===== src/rtl/instr_decoder_if.sv =====
// Fetch -> decode -> dispatch bundle for instr_decoder.
// The decoder uses the slave modport; the environment driving it uses master.
interface instr_decoder_if #(
    parameter int PC_WIDTH = 12
);
    logic                in_valid;
    logic                in_ready;
    logic [31:0]         in_instr;
    logic [PC_WIDTH-1:0] in_pc;

    logic                out_valid;
    logic                out_ready;
    logic [PC_WIDTH-1:0] out_pc;
    logic [6:0]          out_opcode;
    logic [2:0]          out_funct3;
    logic [6:0]          out_funct7;
    logic [4:0]          out_rd;
    logic [4:0]          out_rs1;
    logic [4:0]          out_rs2;
    logic [31:0]         out_imm;
    logic                out_rd_valid;
    logic                out_rs1_valid;
    logic                out_rs2_valid;
    logic                out_imm_valid;
    logic                out_illegal;

    // Handshake: a transfer happens on a rising edge where valid && ready;
    // valid and its payload stay stable until that edge, ready may move freely.
    modport master (
        output in_valid, in_instr, in_pc, out_ready,
        input  in_ready, out_valid, out_pc, out_opcode, out_funct3, out_funct7,
               out_rd, out_rs1, out_rs2, out_imm, out_rd_valid, out_rs1_valid,
               out_rs2_valid, out_imm_valid, out_illegal
    );

    modport slave (
        input  in_valid, in_instr, in_pc, out_ready,
        output in_ready, out_valid, out_pc, out_opcode, out_funct3, out_funct7,
               out_rd, out_rs1, out_rs2, out_imm, out_rd_valid, out_rs1_valid,
               out_rs2_valid, out_imm_valid, out_illegal
    );
endinterface


===== src/rtl/instr_decoder.sv =====
// RV32I decode stage with a two-entry skid buffer (main M, skid S).
// Define QU_DECODER_ILLEGAL_CHECK_EN to enable illegal-instruction detection.
module instr_decoder #(
    parameter int INSTR_WIDTH = 32,
    parameter int PC_WIDTH    = 12
) (
    input  logic           clk,
    input  logic           rst,
    input  logic           flush,
    instr_decoder_if.slave dec_if,
    output logic [1:0]     o_dbg_state
);

    localparam logic [6:0] OP_LUI    = 7'b0110111;
    localparam logic [6:0] OP_AUIPC  = 7'b0010111;
    localparam logic [6:0] OP_JAL    = 7'b1101111;
    localparam logic [6:0] OP_JALR   = 7'b1100111;
    localparam logic [6:0] OP_BRANCH = 7'b1100011;
    localparam logic [6:0] OP_LOAD   = 7'b0000011;
    localparam logic [6:0] OP_STORE  = 7'b0100011;
    localparam logic [6:0] OP_IMM    = 7'b0010011;
    localparam logic [6:0] OP_OP     = 7'b0110011;
    localparam logic [6:0] OP_FENCE  = 7'b0001111;
    localparam logic [6:0] OP_SYSTEM = 7'b1110011;

    typedef struct packed {
        logic [PC_WIDTH-1:0] pc;
        logic [6:0]          opcode;
        logic [2:0]          funct3;
        logic [6:0]          funct7;
        logic [4:0]          rd;
        logic [4:0]          rs1;
        logic [4:0]          rs2;
        logic [31:0]         imm;
        logic                rd_v;
        logic                rs1_v;
        logic                rs2_v;
        logic                imm_v;
        logic                illegal;
    } entry_t;

    typedef enum logic [1:0] {
        ST_EMPTY = 2'd0,
        ST_ONE   = 2'd1,
        ST_TWO   = 2'd2
    } state_t;

    state_t r_state;
    state_t w_state_nxt;
    logic   r_out_valid;
    entry_t r_m;
    entry_t r_s;
    entry_t w_dec;

    logic [INSTR_WIDTH-1:0] w_instr;
    logic w_in_hs;
    logic w_out_hs;
    logic w_load_m_in;
    logic w_load_m_skid;
    logic w_load_s;

`ifdef QU_DECODER_ILLEGAL_CHECK_EN
    function automatic logic f_illegal(input logic [31:0] i);
        logic [2:0] f3;
        logic [6:0] f7;
        logic       ill;
        f3  = i[14:12];
        f7  = i[31:25];
        ill = (i[1:0] != 2'b11);
        case (i[6:0])
            OP_OP:     if (!(f7 == 7'h00 || f7 == 7'h20) ||
                           (f7 == 7'h20 && !(f3 == 3'd0 || f3 == 3'd5))) ill = 1'b1;
            OP_IMM:    if ((f3 == 3'd1 && f7 != 7'h00) ||
                           (f3 == 3'd5 && f7 != 7'h00 && f7 != 7'h20)) ill = 1'b1;
            OP_LOAD:   if (f3 == 3'd3 || f3 == 3'd6 || f3 == 3'd7) ill = 1'b1;
            OP_STORE:  if (f3 > 3'd2) ill = 1'b1;
            OP_BRANCH: if (f3 == 3'd2 || f3 == 3'd3) ill = 1'b1;
            OP_JALR:   if (f3 != 3'd0) ill = 1'b1;
            OP_SYSTEM: if ((f3 == 3'd0 && i[31:20] != 12'd0 && i[31:20] != 12'd1) ||
                           f3 == 3'd4) ill = 1'b1;
            OP_LUI, OP_AUIPC, OP_JAL, OP_FENCE: ;
            default:   ill = 1'b1;
        endcase
        return ill;
    endfunction
`endif

    assign w_instr = dec_if.in_instr;

    // Pure field split plus class-driven immediate and operand-valid flags.
    always_comb begin
        w_dec        = '0;
        w_dec.pc     = dec_if.in_pc;
        w_dec.opcode = w_instr[6:0];
        w_dec.funct3 = w_instr[14:12];
        w_dec.funct7 = w_instr[31:25];
        w_dec.rd     = w_instr[11:7];
        w_dec.rs1    = w_instr[19:15];
        w_dec.rs2    = w_instr[24:20];
        case (w_instr[6:0])
            OP_OP: begin
                w_dec.rd_v  = 1'b1;
                w_dec.rs1_v = 1'b1;
                w_dec.rs2_v = 1'b1;
            end
            OP_IMM, OP_LOAD, OP_JALR: begin
                w_dec.imm   = {{20{w_instr[31]}}, w_instr[31:20]};
                w_dec.rd_v  = 1'b1;
                w_dec.rs1_v = 1'b1;
                w_dec.imm_v = 1'b1;
            end
            OP_STORE: begin
                w_dec.imm   = {{20{w_instr[31]}}, w_instr[31:25], w_instr[11:7]};
                w_dec.rs1_v = 1'b1;
                w_dec.rs2_v = 1'b1;
                w_dec.imm_v = 1'b1;
            end
            OP_BRANCH: begin
                w_dec.imm   = {{19{w_instr[31]}}, w_instr[31], w_instr[7],
                               w_instr[30:25], w_instr[11:8], 1'b0};
                w_dec.rs1_v = 1'b1;
                w_dec.rs2_v = 1'b1;
                w_dec.imm_v = 1'b1;
            end
            OP_LUI, OP_AUIPC: begin
                w_dec.imm   = {w_instr[31:12], 12'b0};
                w_dec.rd_v  = 1'b1;
                w_dec.imm_v = 1'b1;
            end
            OP_JAL: begin
                w_dec.imm   = {{11{w_instr[31]}}, w_instr[31], w_instr[19:12],
                               w_instr[20], w_instr[30:21], 1'b0};
                w_dec.rd_v  = 1'b1;
                w_dec.imm_v = 1'b1;
            end
            OP_SYSTEM: begin
                // funct3==0 is ECALL/EBREAK (no operands); otherwise a CSR op.
                if (w_instr[14:12] != 3'd0) begin
                    w_dec.imm   = {20'b0, w_instr[31:20]};
                    w_dec.rd_v  = 1'b1;
                    w_dec.imm_v = 1'b1;
                    w_dec.rs1_v = ~w_instr[14];
                end
            end
            default: ;
        endcase
`ifdef QU_DECODER_ILLEGAL_CHECK_EN
        w_dec.illegal = f_illegal(w_instr[31:0]);
`else
        w_dec.illegal = 1'b0;
`endif
        if (w_dec.rd == 5'd0) w_dec.rd_v = 1'b0;
        if (w_dec.illegal) begin
            w_dec.rd_v  = 1'b0;
            w_dec.rs1_v = 1'b0;
            w_dec.rs2_v = 1'b0;
            w_dec.imm_v = 1'b0;
        end
    end

    // in_ready looks only at the registered occupancy, never at out_ready.
    assign dec_if.in_ready = !rst && (r_state != ST_TWO);
    assign w_in_hs         = dec_if.in_valid && dec_if.in_ready;
    assign w_out_hs        = r_out_valid && dec_if.out_ready;

    always_comb begin
        w_state_nxt   = r_state;
        w_load_m_in   = 1'b0;
        w_load_m_skid = 1'b0;
        w_load_s      = 1'b0;
        if (flush) begin
            w_state_nxt = ST_EMPTY;
        end else begin
            case (r_state)
                ST_EMPTY: begin
                    if (w_in_hs) begin
                        w_state_nxt = ST_ONE;
                        w_load_m_in = 1'b1;
                    end
                end
                ST_ONE: begin
                    if (w_in_hs && w_out_hs) begin
                        w_load_m_in = 1'b1;
                    end else if (w_in_hs) begin
                        w_state_nxt = ST_TWO;
                        w_load_s    = 1'b1;
                    end else if (w_out_hs) begin
                        w_state_nxt = ST_EMPTY;
                    end
                end
                ST_TWO: begin
                    if (w_out_hs) begin
                        w_state_nxt   = ST_ONE;
                        w_load_m_skid = 1'b1;
                    end
                end
                default: w_state_nxt = ST_EMPTY;
            endcase
        end
    end

    always_ff @(posedge clk) begin
        if (rst) begin
            r_state     <= ST_EMPTY;
            r_out_valid <= 1'b0;
        end else begin
            r_state     <= w_state_nxt;
            r_out_valid <= (w_state_nxt != ST_EMPTY);
        end
    end

    always_ff @(posedge clk) begin
        if (rst || flush) begin
            r_m <= '0;
            r_s <= '0;
        end else begin
            if (w_load_m_in) begin
                r_m <= w_dec;
            end else if (w_load_m_skid) begin
                r_m <= r_s;
            end
            if (w_load_s) begin
                r_s <= w_dec;
            end
        end
    end

    assign o_dbg_state          = r_state;
    assign dec_if.out_valid     = r_out_valid;
    assign dec_if.out_pc        = r_m.pc;
    assign dec_if.out_opcode    = r_m.opcode;
    assign dec_if.out_funct3    = r_m.funct3;
    assign dec_if.out_funct7    = r_m.funct7;
    assign dec_if.out_rd        = r_m.rd;
    assign dec_if.out_rs1       = r_m.rs1;
    assign dec_if.out_rs2       = r_m.rs2;
    assign dec_if.out_imm       = r_m.imm;
    assign dec_if.out_rd_valid  = r_m.rd_v;
    assign dec_if.out_rs1_valid = r_m.rs1_v;
    assign dec_if.out_rs2_valid = r_m.rs2_v;
    assign dec_if.out_imm_valid = r_m.imm_v;
    assign dec_if.out_illegal   = r_m.illegal;

endmodule


===== src/flat_wrapper.sv =====
// flat-port wrapper written by rule: the top's interface ports become plain ports
module instr_decoder_flat 
#(
    parameter int INSTR_WIDTH = 32,
    parameter int PC_WIDTH    = 12
)
  (clk, rst, flush, o_dbg_state, dec_if_in_valid, dec_if_in_instr, dec_if_in_pc, dec_if_out_ready, dec_if_in_ready, dec_if_out_valid, dec_if_out_pc, dec_if_out_opcode, dec_if_out_funct3, dec_if_out_funct7, dec_if_out_rd, dec_if_out_rs1, dec_if_out_rs2, dec_if_out_imm, dec_if_out_rd_valid, dec_if_out_rs1_valid, dec_if_out_rs2_valid, dec_if_out_imm_valid, dec_if_out_illegal);
  instr_decoder_if #(.PC_WIDTH(PC_WIDTH)) dec_if_i ();
  input  logic clk;
  input  logic rst;
  input  logic flush;
  output logic [1:0] o_dbg_state;
  input wire logic [$bits(dec_if_i.in_valid)-1:0] dec_if_in_valid;
  input wire logic [$bits(dec_if_i.in_instr)-1:0] dec_if_in_instr;
  input wire logic [$bits(dec_if_i.in_pc)-1:0] dec_if_in_pc;
  input wire logic [$bits(dec_if_i.out_ready)-1:0] dec_if_out_ready;
  output wire logic [$bits(dec_if_i.in_ready)-1:0] dec_if_in_ready;
  output wire logic [$bits(dec_if_i.out_valid)-1:0] dec_if_out_valid;
  output wire logic [$bits(dec_if_i.out_pc)-1:0] dec_if_out_pc;
  output wire logic [$bits(dec_if_i.out_opcode)-1:0] dec_if_out_opcode;
  output wire logic [$bits(dec_if_i.out_funct3)-1:0] dec_if_out_funct3;
  output wire logic [$bits(dec_if_i.out_funct7)-1:0] dec_if_out_funct7;
  output wire logic [$bits(dec_if_i.out_rd)-1:0] dec_if_out_rd;
  output wire logic [$bits(dec_if_i.out_rs1)-1:0] dec_if_out_rs1;
  output wire logic [$bits(dec_if_i.out_rs2)-1:0] dec_if_out_rs2;
  output wire logic [$bits(dec_if_i.out_imm)-1:0] dec_if_out_imm;
  output wire logic [$bits(dec_if_i.out_rd_valid)-1:0] dec_if_out_rd_valid;
  output wire logic [$bits(dec_if_i.out_rs1_valid)-1:0] dec_if_out_rs1_valid;
  output wire logic [$bits(dec_if_i.out_rs2_valid)-1:0] dec_if_out_rs2_valid;
  output wire logic [$bits(dec_if_i.out_imm_valid)-1:0] dec_if_out_imm_valid;
  output wire logic [$bits(dec_if_i.out_illegal)-1:0] dec_if_out_illegal;
  assign dec_if_i.in_valid = dec_if_in_valid;
  assign dec_if_i.in_instr = dec_if_in_instr;
  assign dec_if_i.in_pc = dec_if_in_pc;
  assign dec_if_i.out_ready = dec_if_out_ready;
  assign dec_if_in_ready = dec_if_i.in_ready;
  assign dec_if_out_valid = dec_if_i.out_valid;
  assign dec_if_out_pc = dec_if_i.out_pc;
  assign dec_if_out_opcode = dec_if_i.out_opcode;
  assign dec_if_out_funct3 = dec_if_i.out_funct3;
  assign dec_if_out_funct7 = dec_if_i.out_funct7;
  assign dec_if_out_rd = dec_if_i.out_rd;
  assign dec_if_out_rs1 = dec_if_i.out_rs1;
  assign dec_if_out_rs2 = dec_if_i.out_rs2;
  assign dec_if_out_imm = dec_if_i.out_imm;
  assign dec_if_out_rd_valid = dec_if_i.out_rd_valid;
  assign dec_if_out_rs1_valid = dec_if_i.out_rs1_valid;
  assign dec_if_out_rs2_valid = dec_if_i.out_rs2_valid;
  assign dec_if_out_imm_valid = dec_if_i.out_imm_valid;
  assign dec_if_out_illegal = dec_if_i.out_illegal;
  instr_decoder #(.INSTR_WIDTH(INSTR_WIDTH), .PC_WIDTH(PC_WIDTH)) u_core (.clk(clk), .rst(rst), .flush(flush), .dec_if(dec_if_i), .o_dbg_state(o_dbg_state));
endmodule

===== config.mk =====
export PLATFORM = sky130hd
export DESIGN_NAME = instr_decoder_flat
export DESIGN_NICKNAME = d
export VERILOG_FILES = /design/src/rtl/instr_decoder_if.sv /design/src/rtl/instr_decoder.sv /design/src/flat_wrapper.sv
export SDC_FILE = /design/constraint.sdc
export NUM_CORES = 1
export LEC_CHECK = 0
export ABC_AREA = 1
export CELL_PAD_IN_SITES_DETAIL_PLACEMENT = 1
export CELL_PAD_IN_SITES_GLOBAL_PLACEMENT = 1
export CORE_MARGIN = 1.5
export CORE_UTILIZATION = 33
export DETAILED_ROUTE_END_ITERATION = 7
export HOLD_SLACK_MARGIN = 0.02
export PLACE_DENSITY_LB_ADDON = 0.1
export REMOVE_ABC_BUFFERS = 1
export SLEW_MARGIN = 10
export SYNTH_ARGS = -nofsm -noshare
export SYNTH_HDL_FRONTEND = slang
export SYNTH_SLANG_ARGS = --single-unit

===== constraint.sdc =====
create_clock -name clk -period 1.4 [get_ports clk]
set_input_delay 0.21 -clock clk [delete_from_list [all_inputs] [get_ports clk]]
set_output_delay 0.21 -clock clk [all_outputs]
set_load 0.005 [all_outputs]

==> results of run 1 <==
## Yosys cell counts (9+ instances only)
master and n:
o21ai_0 68, a31oi_1 24, nand2_1 262, buf_4 9, nor2_1 187, buf_2 35, inv_1 68, a21oi_1 93
dfxtp_1 163, clkbuf_1 30, nand3_1 77, o21ai_1 35
## layout by cell type (no fill, tap or decap), types with 10 or more instances in the layout
| master | netlist | final |
|---|---|---|
| buf_16 | 0 | 10 |
| a31oi_1 | 24 | 24 |
| dfxtp_1 | 163 | 123 |
| a21oi_2 | 0 | 23 |
| nand3_1 | 77 | 48 |
| dlygate4sd2_1 | 0 | 87 |
| nand2_2 | 2 | 52 |
| clkdlybuf4s50_1 | 0 | 41 |
| a21oi_1 | 93 | 70 |
| nand2_1 | 262 | 199 |
| nand3_2 | 1 | 27 |
| o21ai_1 | 35 | 32 |
| nand2_4 | 0 | 12 |
| nor2_1 | 187 | 170 |
| clkbuf_16 | 0 | 23 |
| buf_12 | 0 | 26 |
| inv_1 | 68 | 62 |
| o21ai_0 | 68 | 60 |
| buf_4 | 9 | 77 |
| o21ai_2 | 1 | 10 |
| nor2_2 | 2 | 14 |
| dfxtp_2 | 0 | 39 |
## what timing repair did
item | 4_1_cts | 5_1_grt
setup endpoints to repair | 244 | 161
gates resized for setup | 241 | 127
hold buffers | 0 | 0
buffers inserted | 12 | 11
gates cloned | 14 | 8
pin swaps | 25 | 25
## worst max path at each step
stage                                          endpoint  depth (start not counted)
4_1_cts        u_core.dec_if.out_rs1_valid$_SDFFE_PP0P_                         10
3_3_place_gp     u_core.dec_if.out_imm[11]$_SDFFE_PP0P_                         10
5_1_grt                      u_core.r_s[2]$_SDFFE_PP0P_                         10
2_1_floorplan  u_core.dec_if.out_funct3[0]$_SDFFE_PP0P_                          3
6_report                    u_core.r_s[32]$_SDFFE_PP0P_                         10
3_5_place_dp     u_core.dec_if.out_imm[20]$_SDFFE_PP0P_                         11
## state kept, by name (all words and copies together), names as in the netlist
name,cells
u_core.dec_if.out_funct3,3
u_core.dec_if.out_funct7,7
u_core.dec_if.out_imm,32
u_core.dec_if.out_imm_valid,1
u_core.dec_if.out_opcode,7
u_core.dec_if.out_pc,12
u_core.dec_if.out_rd,5
u_core.dec_if.out_rd_valid,1
u_core.dec_if.out_rs1,5
u_core.dec_if.out_rs1_valid,1
u_core.dec_if.out_rs2,5
u_core.dec_if.out_rs2_valid,1
u_core.dec_if.out_valid,1
u_core.o_dbg_state,2
u_core.r_s,80
## through the flow
step / power, W / setup slack (ns) / setup TNS [ns] / area (sq um) / cells
2_1_floorplan: 0.005043 / -2.198 / -277.78 / 6875 / 1001
3_3_place_gp: 0.005597 / -0.6261 / -77.10 / 9452 / 1507
3_5_place_dp: 0.005605 / -0.7113 / -82.89 / 9452 / 1507
4_1_cts: 0.01067 / -0.1612 / -16.08 / 10810 / 1562
5_1_grt: 0.01106 / -0.3129 / -33.98 / 11400 / 1575
6_report: 0.01074 / -0.2252 / -20.42 / 11400 / 1575
## layout make-up
cell class	instances	area (sq um)	share of cell area [%]
multi-input cells	763	3955	34.68
clock buffers	19	452.9	3.972
flip-flops and latches	163	3316	29.08
clock inverters	13	160.2	1.404
well taps	280	350.3	3.072
repair inverters	1	5.005	0.04389
repair buffers	261	2858	25.06
inverters	75	306.5	2.688
## power groups by stage
| stage | clock (W) | sequential, W | combinational [W] |
|---|---|---|---|
| 2_1_floorplan | 0 | 0.00479 | 0.000250 |
| 3_3_place_gp | 0 | 0.00479 | 0.000804 |
| 3_5_place_dp | 0 | 0.00479 | 0.000811 |
| 4_1_cts | 0.00503 | 0.00468 | 0.000954 |
| 5_1_grt | 0.00524 | 0.00469 | 0.00113 |
| 6_report | 0.00499 | 0.00469 | 0.00106 |
## kinds of logic after synthesis
logic type             after synthesis
other                                1
and+or+nand+nor                    540
DFF                                163
buffers and inverters              152
AOI/OAI and AO/OA                  222
## worst max-delay path, delay by kind of cell, from the launching register on
family	cells	cell delay, ns
AO/OA/AOI/OAI	1	0.17
buffers and inverters	6	0.68
flip-flops	1	0.34
AND/OR/NAND/NOR	3	0.33
## metal layers
layer  up-vias  global-route usage, %  wire [um]
li1       3879                      -          -
met1      4048                  34.10      14210
met2       167                  44.09      14950
met3        35                  4.187       1152
met4         2                  7.087        556
met5         -                      0         13
==> key figures, run 1 <==
Outcome
  – Run status: finished with violations
  – Failing checks: setup timing

CTS
  – Htree depth: 4
  – CTS sink count: 163
  – CTS tree: done
  – Clock transition at the registers of the reported paths: 0.07 ns
  – CTS root buf: clkbuf_16
  – Clk buf depth: 2
  – Number of CTS-inserted buffers: 17
  – Worst skew pair latency: 0.44 ns

Floorplan
  – Rows: 54
  – Core Region: 0.02169 sq mm
  – Die Width: 151.1 um
  – Initial Utilization: 33.39%
  – Top Ports: 134
  – Die area: 0.02284 sq mm
  – Die height: 151.1 um

Synthesis
  – Post-synth top area share: 45.06%
  – Multiplexer share of the synthesized area: 0%
  – Sequential area share after synthesis: 45.06%
  – Largest area contributor in the netlist: dfxtp_1
  – XOR/XNOR Fraction of Synth Area: 0%
  – Synthesis-stage register bit count: 163
  – Main flop type after synthesis: dfxtp_1
  – Post-synth EDFFs: 0
  – Share of synthesized flip-flops with an asynchronous set or reset: 0%
  – Yosys warns: 0
  – Mean Syn Cell Area: 6.718 sq um
  – Synth Instances: 1078
  – Adder-Cell Fraction of Synth Area: 0%
  – Netlist Area Pre-Place: 0.007242 sq mm
  – Synth Area in Compound Gates: 15.84%
  – Unique masters post-synth: 27
  – Ranking of synthesized cells by area: dfxtp_1, nand2_1, nor2_1
  – Post-synthesis simple-gate area fraction: 30.10%
  – Combinational family with the most area after synthesis: simple AND/OR/NAND/NOR gates

Critical path
  – FF-to-FF path depth: 10
  – FF-to-FF setup slack: -0.23 ns
  – Worst Path Required: 1.73 ns
  – Worst EP arrival: 1.95 ns
  – Reg2Reg Launch Point: u_core.o_dbg_state[0]$_SDFF_PP0_
  – CP max stage cell: dfxtp_2
  – Startpoint class of the critical path: flip-flop
  – CP Cell Sequence: buf_4 -> nand2_4 -> buf_4 -> nor2_4 -> inv_2 -> nor2_4 -> inv_4 -> buf_12 -> o21ai_2 -> inv_1
  – Crit-path max cell delay: 0.34 ns
  – Worst setup path class: flip-flop to flip-flop
  – Worst reg2reg endpoint: u_core.r_s[32]$_SDFFE_PP0P_
  – Critical path origin: u_core.o_dbg_state[0]$_SDFF_PP0_
  – Crit. End Element: flip-flop
  – Worst-path maximum fanout: 17

Finish
  – Fillcell total: 2684
  – Area Growth Syn to Fin: 57.46%
  – Final #Nets: 1331
  – Layout cells sized above 1: 28.49%
  – Fin util: 52.58%
  – Antenna cells: 0

STA
  – PnR worst setup slack: -0.2252 ns
  – Final setup viols: 161
  – Skew final: 0.01003 ns
  – Tmin final: 1.625 ns
  – Fin crit share: 116.1%
  – Worst hold slack: 0.1386 ns
  – Highest Clock Rate: 615.3 MHz
  – Final Hold Fails: 0
  – Max Slew Vio Count: 0
  – RSZ-0062 raised after global routing: true

Worst hold path
  – Min-delay worst type: primary input to flip-flop
  – Hold Startpoint: dec_if_in_instr[5]
  – Worst Hold End: u_core.dec_if.out_opcode[5]$_SDFFE_PP0P_
  – Cells on Worst Hold Path: 3

Power and ir drop
  – Clk pwr share: 46.5%
  – Switching pwr: 0.002802 W
  – VDD IR max: 794.3 uV
  – Leak: 5.244 nW
  – Internal: 0.007935 W
  – Share of power burned in registers: 43.7%
  – Sw frac: 26.10%
  – Comb power frac: 9.8%
  – Power per cell area: 941.5 mW/mm^2

Detailed routing
  – WL per Instance: 19.60 um
  – First-pass detailed-route iteration total: 4
  – Total Wirelength: 30.88 mm
  – Vias/cell: 5.163
  – Routed vias: 8131
  – Final ANT Viol Nets: 0
  – First DRT Iteration DRCs: 388
  – Post-route DRC violation count: 0

Place
  – Hpwl dp: 16.69 mm
  – Port Buffers: 132
  – GPL Wtd Cong: 0.8277

Global routing
  – Largest net degree at the start of global routing: 38
  – First-pass GRT wire length: 44.87 mm
  – Total GRT Usage: 25.99%
  – Antenna violations before repair: 1
  – Gr ovfl total: 0
  – Number of global-route vias before repair: 7951

Flow run
  – Max-cap violations: 0
No activity file was read; power rests on OpenSTA's default activity.
==> run 2: changes to the inputs <==
- CTS_BUF_LIST: not set -> sky130_fd_sc_hd__clkbuf_16
==> run 2 against run 1 <==
  * Highest routed layer unchanged
  * Clock power shrank 2%
  * Global-route usage grew 1.6 points
  * Cell area grew 3.7%
  * Routed wire length grew 4.8%
  * Count of clock-buffer cells in the layout shrank 2
  * Critical path depth shrank 1
  * The run still ends with setup timing left
  * Largest cell class unchanged
  * Worst hold slack gained 0.018 ns
  * Sequential share of layout area shrank 1.0 points
==> key figures, run 2 (synthesized netlist as in run 1, its figures left out) <==
Detailed routing
  – Total Wirelength: 32.36 mm (was 30.88 mm)
  – Post-route DRC violation count: 0 (unchanged)
  – WL per Instance: 20.35 um (was 19.60 um)
  – Vias/cell: 5.231 (was 5.163)
  – Final ANT Viol Nets: 0 (unchanged)
  – Routed vias: 8318 (was 8131)
  – First-pass detailed-route iteration total: 5 (was 4)
  – First DRT Iteration DRCs: 396 (was 388)

CTS
  – CTS tree: done (unchanged)
  – Clk buf depth: 2 (unchanged)
  – Htree depth: 4 (unchanged)
  – Number of CTS-inserted buffers: 17 (unchanged)
  – Cts-stage hold buffer count: 0 (unchanged)
  – Clock transition at the registers of the reported paths: 0.07 ns (about the same)
  – Worst skew pair latency: 0.45 ns (was 0.44 ns)
  – CTS root buf: clkbuf_16 (unchanged)
  – CTS sink count: 163 (unchanged)

Critical path
  – FF-to-FF setup slack: -0.25 ns (was -0.23 ns)
  – Worst EP arrival: 1.99 ns (was 1.95 ns)
  – Worst setup path class: flip-flop to flip-flop (unchanged)
  – Startpoint class of the critical path: flip-flop (unchanged)
  – Worst Path Required: 1.74 ns (was 1.73 ns)
  – Crit. End Element: flip-flop (unchanged)
  – Worst-path maximum fanout: 5 (was 17)

Place
  – Setup Slack @ Placement: -0.7113 ns (unchanged)
  – Placement-stage cell area: 0.009452 sq mm (unchanged)
  – Port Buffers: 132 (unchanged)
  – Placed cells: 1507 (unchanged)
  – GPL Wtd Cong: 0.8277 (unchanged)
  – Hpwl dp: 16.69 mm (unchanged)

Finish
  – Most frequent cells in the layout: nand2_1, nor2_1, dfxtp_1 (unchanged)
  – Final #Nets: 1346 (was 1331)
  – Post-Layout Cell Count: 1590 (was 1575)
  – Largest Register: u_core.r_s (unchanged)
  – Fillcell total: 2609 (was 2684)
  – Max reg flops: 80 (unchanged)
  – Layout cells sized above 1: 30.00% (was 28.49%)
  – Area Growth Syn to Fin: 63.22% (was 57.46%)
  – Antenna cells: 0 (unchanged)
  – Commonest non-fill, non-tap cell in the layout: nand2_1 (unchanged)
  – Cell area after layout: 0.01182 sq mm (was 0.01140 sq mm)

Power and ir drop
  – VDD IR max: 682.2 uV (was 794.3 uV)
  – Leak: 5.387 nW (was 5.244 nW)
  – Tot Pwr: 0.01067 W (was 0.01074 W)
  – Power per cell area: 902.4 mW/mm^2 (was 941.5 mW/mm^2)

Worst hold path
  – Min-delay worst type: primary input to flip-flop (unchanged)

STA
  – PnR worst setup slack: -0.2544 ns (was -0.2252 ns)
  – Highest Clock Rate: 604.4 MHz (was 615.3 MHz)
  – RSZ-0062 raised after global routing: true (unchanged)
  – Final Hold Fails: 0 (unchanged)
  – Max Slew Vio Count: 0 (unchanged)
  – Skew final: 0.02099 ns (was 0.01003 ns)
  – Fin crit share: 118.2% (was 116.1%)
  – Final setup viols: 162 (was 161)
  – Tmin final: 1.654 ns (was 1.625 ns)
  – Setup TNS Final: -24.88 ns (was -20.42 ns)

Floorplan
  – Rows: 54 (unchanged)
  – Die Width: 151.1 um (unchanged)
  – Die area: 0.02284 sq mm (unchanged)
  – Die height: 151.1 um (unchanged)
  – Top Ports: 134 (unchanged)
  – Core Region: 0.02169 sq mm (unchanged)
  – Initial Utilization: 33.39% (unchanged)

Global routing
  – Antenna violations before repair: 1 (unchanged)
  – First-pass GRT wire length: 47.35 mm (was 44.87 mm)
  – Gr ovfl total: 0 (unchanged)
  – Total GRT Usage: 27.59% (was 25.99%)
  – Largest net degree at the start of global routing: 38 (unchanged)
  – Number of global-route vias before repair: 8408 (was 7951)

Outcome
  – Failing checks: setup timing (unchanged)
  – Run status: finished with violations (unchanged)

Flow run
  – Max-cap violations: 0 (unchanged)
[run 2: cell types whose count changed in the layout (fill, tap and decap cells not counted), sizes merged]
cell / previous run / this run
buf: 124 / 141
clkbuf: 26 / 22
clkdlybuf4s15: 2 / 0
bufbuf: 0 / 1
clkdlybuf4s50: 41 / 42
clkinv: 7 / 8
inv: 77 / 78
[run 2: layout make-up]
type / count / area [sq um] / area share (%)
Clock buffer: 17 / 425.4 / 3.599
Clock inverter: 15 / 167.7 / 1.418
Inverter: 75 / 314.1 / 2.657
Multi-Input combinational cell: 763 / 4086 / 34.57
Sequential cell: 163 / 3314 / 28.04
Tap cell: 280 / 350.3 / 2.964
Timing Repair Buffer: 276 / 3154 / 26.69
Timing Repair inverter: 1 / 7.507 / 0.06351
[run 2: worst paths after layout]
path / from / endpoint / cells after the start
worst min-delay path: dec_if_in_instr[5] / u_core.r_s[67]$_SDFFE_PP0P_ / 3
worst min register to register: u_core.dec_if.out_funct7[1]$_SDFFE_PP0P_ / u_core.dec_if.out_funct7[1]$_SDFFE_PP0P_ / 2
worst max register to register: u_core.o_dbg_state[1]$_SDFF_PP0_ / u_core.dec_if.out_funct7[6]$_SDFFE_PP0P_ / 9
worst max-delay path: u_core.o_dbg_state[1]$_SDFF_PP0_ / u_core.dec_if.out_funct7[6]$_SDFFE_PP0P_ / 9
[run 2: where the power goes]
group | switching (W) | internal [W]
Clock | 0.00221 | 0.00268
Combinational | 0.000604 | 0.000487
Sequential | 0.0000198 | 0.00467
Total | 0.00283 | 0.00783
[run 2: timing repair]
action / 4_1_cts / 5_1_grt
gates cloned: 22 / 4
pin swaps: 37 / 34
buffers inserted: 19 / 12
setup endpoints to repair: 244 / 164
endpoints found under the hold margin: 0 / 0
gates resized for setup: 326 / 96
[run 2: through the flow]
stage,utilization (%),hold slack [ns]
6_report,54.50,0.1571
5_1_grt,54.50,0.1922
4_1_cts,52.53,0.2053
3_5_place_dp,43.58,0.4728
3_3_place_gp,43.58,0.4621
2_1_floorplan,-,0.3307
[run 2: critical path, cell delays in order, from the launching register on]
cell	delay [ns]
dfxtp_4	0.36
inv_2	0.08
nand4_4	0.15
inv_2	0.11
nand3_4	0.13
buf_6	0.17
buf_12	0.14
nor2_4	0.12
inv_2	0.05
a31oi_1	0.25
[run 2: metal layers]
| metal | up-vias | wire length (um) | GRT usage [%] |
|---|---|---|---|
| li1 | 3920 | - | - |
| met1 | 4139 | 14270 | 35.64 |
| met2 | 204 | 15900 | 46.92 |
| met3 | 53 | 1316 | 4.729 |
| met4 | 2 | 861 | 8.301 |
| met5 | - | 13 | 0 |
==> run 3: changes to the inputs <==
- REMOVE_ABC_BUFFERS: 1 -> not set
==> run 3 against run 2 <==
  * The run still ends with setup timing left
  * Cell count rose by 1.4%
  * Total power is 2.4% lower
  * Clock power shrank 5.9%
  * Utilization up 2.2 points
  * Clock skew fell by 0.012 ns
  * Routed wire length rose by 3.6%
  * Register-to-register slack worse by 0.04 ns
  * Non-clock buffer count grew 24
  * Count of clock-buffer cells in the layout unchanged
  * Worst hold slack improved by 0.092 ns
  * Critical endpoint is now u_core.r_s[34]$_SDFFE_PP0P_
  * Highest routed layer is now met4
==> key figures, run 3 (synthesized netlist as in run 1, its figures left out) <==
Outcome
  – Run status: finished with violations (unchanged)
  – Failing checks: setup timing (unchanged)

Synthesis
  – Syn Nets: 1127

Floorplan
  – Die Width: 151.1 um (unchanged)
  – Die height: 151.1 um (unchanged)
  – Core Region: 0.02169 sq mm (unchanged)
  – Top Ports: 134 (unchanged)
  – Die area: 0.02284 sq mm (unchanged)
  – Initial Utilization: 33.39% (unchanged)
  – Rows: 54 (unchanged)

STA
  – Final setup viols: 164 (was 162)
  – Skew final: 0.008627 ns (was 0.02099 ns)
  – Highest Clock Rate: 589.3 MHz (was 604.4 MHz)
  – PnR worst setup slack: -0.2968 ns (was -0.2544 ns)
  – Fin crit share: 121.2% (was 118.2%)
  – Max Slew Vio Count: 0 (unchanged)
  – Setup TNS Final: -31.32 ns (was -24.88 ns)
  – RSZ-0062 raised after global routing: true (unchanged)
  – Tmin final: 1.697 ns (was 1.654 ns)
  – Final Hold Fails: 0 (unchanged)

Critical path
  – Worst-path maximum fanout: 10 (was 5)
  – FF-to-FF setup slack: -0.30 ns (was -0.25 ns)
  – Startpoint class of the critical path: flip-flop (unchanged)
  – Worst Path Required: 1.73 ns (was 1.74 ns)
  – Crit. End Element: flip-flop (unchanged)
  – Worst EP arrival: 2.03 ns (was 1.99 ns)
  – Worst setup path class: flip-flop to flip-flop (unchanged)

CTS
  – CTS tree: done (unchanged)
  – Worst skew pair latency: 0.44 ns (was 0.45 ns)
  – CTS sink count: 163 (unchanged)
  – Htree depth: 4 (unchanged)
  – Clock transition at the registers of the reported paths: 0.07 ns (about the same)
  – Number of CTS-inserted buffers: 17 (unchanged)
  – CTS root buf: clkbuf_16 (unchanged)
  – Clk buf depth: 2 (unchanged)

Global routing
  – First-pass GRT wire length: 47.97 mm (was 47.35 mm)
  – Total GRT Usage: 27.97% (was 27.59%)
  – Largest net degree at the start of global routing: 42 (was 38)
  – Number of global-route vias before repair: 8576 (was 8408)
  – Antenna violations before repair: 0 (was 1)
  – GR Util met2: 47.81% (was 46.92%)
  – Met3 usage: 5.090% (was 4.729%)
  – Most used routing layer: met2 (unchanged)
  – Gr ovfl total: 0 (unchanged)
  – Met1 usage: 35.17% (was 35.64%)

Worst hold path
  – Min-delay worst type: primary input to flip-flop (unchanged)

Detailed routing
  – Routed vias: 8479 (was 8318)
  – Vias/cell: 5.260 (was 5.231)
  – Post-route DRC violation count: 0 (unchanged)
  – Total Wirelength: 33.54 mm (was 32.36 mm)
  – First-pass detailed-route iteration total: 5 (unchanged)
  – First DRT Iteration DRCs: 361 (was 396)
  – Final ANT Viol Nets: 0 (unchanged)
  – WL per Instance: 20.80 um (was 20.35 um)

Finish
  – Layout cells sized above 1: 35.14% (was 30.00%)
  – Largest Register: u_core.r_s (unchanged)
  – Max reg flops: 80 (unchanged)
  – Most frequent cells in the layout: nand2_1, nor2_1, dfxtp_1 (unchanged)
  – Final #Nets: 1369 (was 1346)
  – Commonest non-fill, non-tap cell in the layout: nand2_1 (unchanged)
  – Area Growth Syn to Fin: 69.75% (was 63.22%)
  – Antenna cells: 0 (unchanged)

Power and ir drop
  – Power per cell area: 846.5 mW/mm^2 (was 902.4 mW/mm^2)
  – Leak: 5.617 nW (was 5.387 nW)
  – VDD IR max: 797.3 uV (was 682.2 uV)

Place
  – Hpwl dp: 18.30 mm (was 16.69 mm)
  – Setup Slack @ Placement: -0.6217 ns (was -0.7113 ns)
  – Port Buffers: 132 (unchanged)
  – GPL Wtd Cong: 0.8828 (was 0.8277)

Flow run
  – Max-cap violations: 0 (unchanged)
run 3: cell count changes in the layout (fill, tap and decap cells not counted), sizes merged:
cell	previous run	this run
buf	141	160
bufbuf	1	0
inv	78	80
dlygate4sd2	87	84
clkinv	8	5
bufinv	2	1
dlymetal6s2s	0	1
clkbuf	22	26
clkdlybuf4s50	42	45
clkdlybuf4s15	0	1
run 3: worst paths after layout:
check,startpoint,depth (start not counted),to
max,u_core.o_dbg_state[0]$_SDFF_PP0_,10,u_core.r_s[34]$_SDFFE_PP0P_
min,dec_if_in_instr[2],4,u_core.r_s[64]$_SDFFE_PP0P_
max reg2reg,u_core.o_dbg_state[0]$_SDFF_PP0_,10,u_core.r_s[34]$_SDFFE_PP0P_
min reg2reg,u_core.dec_if.out_opcode[0]$_SDFFE_PP0P_,2,u_core.dec_if.out_opcode[0]$_SDFFE_PP0P_
run 3: repair_timing:
action	CTS	global route
pin swaps	37	67
setup endpoints to repair	243	164
resized for setup	297	217
endpoints found under the hold margin	0	0
buffers inserted	27	16
hold buffers	0	0
cloned	19	10
run 3: critical path: stages, from the launching register on:
cell,delay [ns]
dfxtp_2,0.34
inv_2,0.05
nand2_4,0.10
nand4_4,0.13
nor2_4,0.19
inv_2,0.08
nor2_4,0.21
inv_8,0.11
buf_16,0.18
o21ai_1,0.14
inv_1,0.06
run 3: cell type report:
class	count	area, sq um
inverter	75	302.8
timing repair buffer	300	3476
multi-input combinational	763	4305
clock inverter	14	127.6
sequential	163	3306
fill	2571	9395
tap	280	350.3
clock buffer	17	425.4
run 3: routing by layer:
metal / up-vias / part of all wire [%]
li1: 3958 / -
met1: 4218 / 43
met2: 238 / 49
met3: 65 / 4.4
met4: 0 / 3.2
met5: - / 0
run 3: power breakdown:
group          total [W]  internal (W)  leakage (nW)  switching (W)
sequential       0.00469       0.00467          1.33      0.0000248
clock            0.00460       0.00246         0.269        0.00214
combinational    0.00111      0.000496          4.02       0.000615
run 3: stage by stage:
stage | cell area, sq um | cells | power (W) | hold WS (ns) | util, %
6_report | 12290 | 1612 | 0.01041 | 0.2489 | 56.68
5_1_grt | 12290 | 1612 | 0.01071 | 0.2509 | 56.68
4_1_cts | 11410 | 1599 | 0.01031 | 0.3358 | 52.62
3_5_place_dp | 9644 | 1524 | 0.005652 | 0.4694 | 44.47
3_3_place_gp | 9644 | 1524 | 0.005643 | 0.4618 | 44.47
2_1_floorplan | 7271 | 1078 | 0.005109 | 0.3307 | -
